`config.mk`:
```
export PLATFORM = sky130hd
export DESIGN_NAME = exec_mul_sequencer
export DESIGN_NICKNAME = d
export VERILOG_FILES = /design/src/rtl/exec_mul_pkg.sv /design/src/rtl/exec_mul_step.sv /design/src/rtl/exec_mul_sequencer.sv
export SDC_FILE = /design/constraint.sdc
export NUM_CORES = 1
export LEC_CHECK = 0
export BUFFER_PORTS_ARGS = -buffer_cell sky130_fd_sc_hd__buf_2
export CAP_MARGIN = 10
export CORE_MARGIN = 5
export CORE_UTILIZATION = 57
export CTS_CLUSTER_DIAMETER = 30
export DETAILED_ROUTE_END_ITERATION = 8
export GPL_ROUTABILITY_DRIVEN = 0
export GPL_TIMING_DRIVEN = 0
export HOLD_SLACK_MARGIN = 0.03
export PLACE_DENSITY = 0.76
export SYNTH_ARGS = -nofsm -noshare
export SYNTH_HDL_FRONTEND = slang
export SYNTH_SLANG_ARGS = --single-unit
```
`constraint.sdc`:
```
create_clock -name i_clk -period 19.23 [get_ports i_clk]
set_input_delay 2.8845 -clock i_clk [delete_from_list [all_inputs] [get_ports i_clk]]
set_output_delay 2.8845 -clock i_clk [all_outputs]
set_load 0.005 [all_outputs]
```
`src/rtl/exec_mul_pkg.sv`:
```
// Shared types and sizing helpers for the execute-stage iterative multiplier.
package exec_mul_pkg;

  localparam int MUL_W = 32;

  typedef enum logic [1:0] {
    IDLE,
    RUN,
    DONE
  } mul_state_t;

  function automatic int mul_iters(input int bits_per_cycle);
    return MUL_W / bits_per_cycle;
  endfunction

endpackage

```
`src/rtl/exec_mul_step.sv`:
```
// One shift-add iteration: adds multiplicand x multiplier slice into the accumulator
// at the bit offset selected by the iteration count, and retires that slice.
module exec_mul_step
  import exec_mul_pkg::*;
#(
  parameter int BITS_PER_CYCLE = 1,
  parameter int CNT_W = 5
) (
  input  logic [2*MUL_W-1:0] acc,
  input  logic [MUL_W-1:0]   mcand,
  input  logic [MUL_W-1:0]   mplier,
  input  logic [CNT_W-1:0]   cnt,
  output logic [2*MUL_W-1:0] acc_next,
  output logic [MUL_W-1:0]   mplier_next
);

  localparam int SH = $clog2(BITS_PER_CYCLE);

  logic [BITS_PER_CYCLE-1:0] slice;
  logic [2*MUL_W-1:0]        partial;
  logic [5:0]                shamt;

  assign slice   = mplier[BITS_PER_CYCLE-1:0];
  assign partial = {{MUL_W{1'b0}}, mcand} * {{(2*MUL_W-BITS_PER_CYCLE){1'b0}}, slice};
  // Offset is cnt * BITS_PER_CYCLE; widened first so radix-4 counts cannot truncate.
  assign shamt   = 6'(cnt) << SH;

  assign acc_next    = acc + (partial << shamt);
  assign mplier_next = mplier >> BITS_PER_CYCLE;

endmodule

```
`src/rtl/exec_mul_sequencer.sv`:
```
// Iterative 32x32 multiply sequencer for the execute stage: load, shift-add, sign fix.
// Optional EXEC_MUL_EARLY_EXIT_EN: finish as soon as the remaining multiplier is zero.
module exec_mul_sequencer
  import exec_mul_pkg::*;
#(
  parameter int BITS_PER_CYCLE = 1
) (
  input  logic             i_clk,
  input  logic             i_reset,
  input  logic             mul_req,
  input  logic             mul_signed,
  input  logic             mul_hi,
  input  logic [MUL_W-1:0] mul_rs_val,
  input  logic [MUL_W-1:0] mul_rt_val,
  input  logic             mul_kill,
  output logic             mul_stall,
  output logic             mul_done,
  output logic [MUL_W-1:0] mul_result,
  output logic             mul_busy
);

  localparam int ITERS = mul_iters(BITS_PER_CYCLE);
  localparam int CNT_W = (ITERS > 1) ? $clog2(ITERS) : 1;

  mul_state_t         state;
  logic [2*MUL_W-1:0] acc;
  logic [2*MUL_W-1:0] acc_step;
  logic [2*MUL_W-1:0] acc_fin;
  logic [2*MUL_W-1:0] prod;
  logic [MUL_W-1:0]   mcand;
  logic [MUL_W-1:0]   mplier;
  logic [MUL_W-1:0]   mplier_step;
  logic [MUL_W-1:0]   rs_mag;
  logic [MUL_W-1:0]   rt_mag;
  logic [CNT_W-1:0]   cnt;
  logic               neg;
  logic               hi;
  logic               last;
  logic               skip;

  // Negating 0x80000000 wraps back to 0x80000000, which is the correct unsigned magnitude.
  assign rs_mag = (mul_signed && mul_rs_val[MUL_W-1]) ? (~mul_rs_val + 1'b1) : mul_rs_val;
  assign rt_mag = (mul_signed && mul_rt_val[MUL_W-1]) ? (~mul_rt_val + 1'b1) : mul_rt_val;

  exec_mul_step #(
    .BITS_PER_CYCLE(BITS_PER_CYCLE),
    .CNT_W         (CNT_W)
  ) u_step (
    .acc        (acc),
    .mcand      (mcand),
    .mplier     (mplier),
    .cnt        (cnt),
    .acc_next   (acc_step),
    .mplier_next(mplier_step)
  );

  assign last = (cnt == CNT_W'(ITERS - 1));

`ifdef EXEC_MUL_EARLY_EXIT_EN
  assign skip = (mplier == '0);
`else
  assign skip = 1'b0;
`endif

  assign acc_fin   = skip ? acc : acc_step;
  assign prod      = neg ? (~acc_fin + 64'd1) : acc_fin;
  assign mul_stall = mul_req && (state != DONE);

  always_ff @(posedge i_clk) begin
    if (i_reset) begin
      state      <= IDLE;
      acc        <= '0;
      mcand      <= '0;
      mplier     <= '0;
      cnt        <= '0;
      neg        <= 1'b0;
      hi         <= 1'b0;
      mul_done   <= 1'b0;
      mul_result <= '0;
      mul_busy   <= 1'b0;
    end else if (mul_kill) begin
      state    <= IDLE;
      mul_done <= 1'b0;
      mul_busy <= 1'b0;
    end else begin
      mul_done <= 1'b0;
      case (state)
        IDLE: begin
          if (mul_req) begin
            mcand    <= rs_mag;
            mplier   <= rt_mag;
            neg      <= mul_signed & (mul_rs_val[MUL_W-1] ^ mul_rt_val[MUL_W-1]);
            hi       <= mul_hi;
            acc      <= '0;
            cnt      <= '0;
            state    <= RUN;
            mul_busy <= 1'b1;
          end
        end
        RUN: begin
          acc    <= acc_fin;
          mplier <= mplier_step;
          cnt    <= cnt + 1'b1;
          if (skip || last) begin
            state      <= DONE;
            mul_done   <= 1'b1;
            mul_result <= hi ? prod[2*MUL_W-1:MUL_W] : prod[MUL_W-1:0];
          end
        end
        DONE: begin
          state    <= IDLE;
          mul_busy <= 1'b0;
        end
        default: begin
          state    <= IDLE;
          mul_busy <= 1'b0;
        end
      endcase
    end
  end

endmodule

```
==> results.tsv <==
stage	metric	value	unit
detailed_routing	DR WL/cell	22.7	um
power_and_ir_drop	LEAKAGE	6.78	nW
power_and_ir_drop	Peak VDD IR	0.0627	mV
sta	Hold Fails Final Rpt	0	
synth	post-synthesis adder-cell area fraction	0.0550	
cells_and_area	commonest non-fill, non-tap cell in the layout	nor2_1	
worst_setup_path	Crit path required time	19.58	ns
cells_and_area	Final nets	2383	
global_routing	initial antenna violation count	1	
sta	Max Fclk	0.126	GHz
synth	Syn Area/Cell	7.47	um2
detailed_routing	DRC viols	0	
sta	max_slew headroom	0.0174	
synth	Distinct cells, synth	104	
cells_and_area	n_diodes	0	
worst_setup_path	delay of the slowest critical-path stage	0.70	ns
floorplanning	starting density of the core	0.573	
synth	complex-gate fraction of the synthesized area	0.299	
clock_network	Max Root-Sink Buffers	2	
sta	fin worst setup slack	11.29	ns
clock_network	root buf cell	clkbuf_16	
run_status	failing checks	max-capacitance violations	
run	maxcap violations	1	
clock_network	TritonCTS clock tree	built	
clock_network	Worst-Skew Late Latency	0.46	ns
floorplanning	Core ar.	27600	um2
clock_network	# resized after CTS	0	
global_routing	total track usage	0.369	
cells_and_area	Final Util	0.632	
worst_hold_path	Hold Crit Class	register to register	
detailed_routing	Initial DRT Pass Iterations	8	
synth	Post-Syn Instances	2120	
place	Cell Area, Placed	16800	um2
global_routing	total gr overflow	0	
sta	Clock Skews	0.0192	ns
floorplanning	Die ar.	31200	um2
sta	Final TNS setup	0	ns
synth	Syn. warnings	0	
synth	Mapped Area	15800	um2
clock_network	H-tree depth	4	
detailed_routing	antenna-violating nets left	0	
global_routing	largest net degree at the start of global routing	22	
synth	FFs w/ async S/R, synth	0	
floorplanning	Die X	177	um
clock_network	CTS sink cnt	171	
detailed_routing	vias per cell	6.91	
cells_and_area	most frequent cells in the layout	nor2_1 (270), nand2_1 (195), o21ai_0 (180)	
worst_setup_path	Worst path slowest cell	o41ai_1	
worst_setup_path	element type at the critical path start	register	
worst_setup_path	CP endpoint kind	register	
clock_network	cts hold-fix bufs	0	
clock_network	Worst-path clk slew	0.09	ns
clock_network	Num CTS Buffers	17	
global_routing	first-pass GRT wire length	91700	um
worst_setup_path	Max FO, Critical Path	10	
synth	Post-Synth Simple-Gate Area	0.236	
cells_and_area	final instance area	17500	um2
synth	sequential fraction of the synthesis area	0.216	
worst_setup_path	CP Class	register to register	
worst_setup_path	Crit path top cell by count	o21ai_0	
worst_setup_path	CP cell instances	clkbuf_1 > buf_1 > mux4_2 > nand3_1 > o21ai_0 > mux2i_1 > o22ai_1 > ha_1 > buf_2 > nand4_1 > nor3_1 > o211ai_1 > a21oi_1 > o21ai_0 > a221oi_1 > nand3b_1 > nor4b_2 > nand3_1 > o41ai_1 > xor2_1 > o21ai_0	
worst_setup_path	Critical Path AT	8.29	ns
floorplanning	Rows	61	
power_and_ir_drop	post-route total power	0.859	mW
detailed_routing	DRT Wirelength	59700	um
synth	post-synthesis mux area share	0.0707	
cells_and_area	share of cells above drive strength 1	0.111	
cells_and_area	Layout area overhead	10.4	%
detailed_routing	Initial DRC Count	2964	
synth	XOR/XNOR Fraction of Synth Area	0.0785	
sta	worst-margin pin slew	1.47	ns
synth	Post-synth EDFFs	0	
global_routing	number of global-route vias before repair	16800	
sta	Setup violations, final	0	
sta	Final Slew Violations	0	
synth	Post-Syn Nets	2259	
sta	post-route minimum period	7.94	ns
place	HPWL Detailed	47500	um
synth	Synth Flop Type	dfxtp_1	
sta	fin crit share	0.413	
synth	largest family of logic cells by synthesized area	compound AO/OA/AOI/OAI gates	
floorplanning	DIE HEIGHT	177	um
detailed_routing	vias	18200	
synth	flops & latches, synth	171	
floorplanning	IO Pins	105	
run_status	status	finished with violations	
power_and_ir_drop	PwrDens	49.2	nW/um2
place	pre-CTS setup slack	11.63	ns
place	Port Buf Inserts	104	
sta	unrepaired setup endpoints after global routing	false	
clock_network	post-CTS setup buffer count	0	
## power breakdown
part / internal, mW / total [mW] / leakage, nW / switching [mW]
logic: 0.0414 / 0.115 / 5.09 / 0.0731
clock network: 0.181 / 0.375 / 0.305 / 0.194
registers: 0.362 / 0.370 / 1.38 / 0.00736
total: 0.585 / 0.859 / 6.78 / 0.275
## worst paths after layout
check / startpoint / endpoint / slack, ns / cells past startpoint
min: mul_result[22] / mul_result[22] / 0.45 / 1
max: cnt[0] / mul_result[31] / 11.29 / 21
min reg2reg: mul_result[22] / mul_result[22] / 0.45 / 1
max reg2reg: cnt[0] / mul_result[31] / 11.29 / 21
## registers in the layout, indices dropped and copies added, names as in the netlist
signal      flops
cnt             5
mul_busy        1
state           2
acc            64
hi              1
mcand          32
mplier         32
mul_result     32
neg             1
mul_done        1
## critical path: cells and delay by family (launching register included)
kind	cells	cell delay, ns
multiplexers	2	0.97
buffers and inverters	3	1.21
flip-flops	1	0.35
AO/OA/AOI/OAI	8	2.77
AND/OR/NAND/NOR	6	2.03
XOR/XNOR	1	0.18
adder cells (fa/ha/maj)	1	0.33
## cell type report
| cell class | instances | area (um2) |
|---|---|---|
| Buffer | 145 | 594 |
| Clock buffer | 17 | 425 |
| Clock inverter | 15 | 216 |
| Fill cell | 2521 | 10200 |
| Inverter | 31 | 116 |
| Multi-Input combinational cell | 1773 | 11700 |
| Sequential cell | 171 | 3420 |
| Tap cell | 378 | 473 |
| Timing Repair Buffer | 105 | 526 |
## per-stage QoR
stage               hold slack, ns  instances
detailed placement           0.436       2603
CTS                          0.455       2635
floorplan                    0.447       2120
global route                 0.478       2635
finish                       0.453       2635
global placement             0.433       2602
## cells in the mapped netlist, drive strengths merged (27+ instances only)
master | instances | share of area
inv | 31 | 0.0073
nand2 | 195 | 0.046
or3 | 27 | 0.011
clkbuf | 104 | 0.025
a21oi | 150 | 0.050
dfxtp | 171 | 0.22
ha | 68 | 0.054
nand4 | 40 | 0.017
mux2i | 42 | 0.027
xnor2 | 81 | 0.045
xor2 | 60 | 0.034
nor2 | 271 | 0.064
o21ai | 197 | 0.063
nand3 | 51 | 0.016
nor3 | 44 | 0.014
buf | 41 | 0.013
a22oi | 82 | 0.039
## cells by family (layout without fill, tap and decap cells)
group	Yosys count	count (layout)
AO/OA/AOI/OAI	709	709
XOR/XNOR	141	141
adder cells (fa/ha/maj)	69	69
buffers and inverters	176	313
flip-flops	171	171
multiplexers	78	78
AND/OR/NAND/NOR	776	776
## metal layers
layer  up-vias  global-route usage  part of all wire
met5         -                   0                 0
li1       8243                   -                 -
met3       335              0.0934              0.13
met4         0               0.238             0.083
met1      8361               0.461              0.37
met2      1275               0.566              0.42
Note: power is estimated with default switching activity, not from simulation.
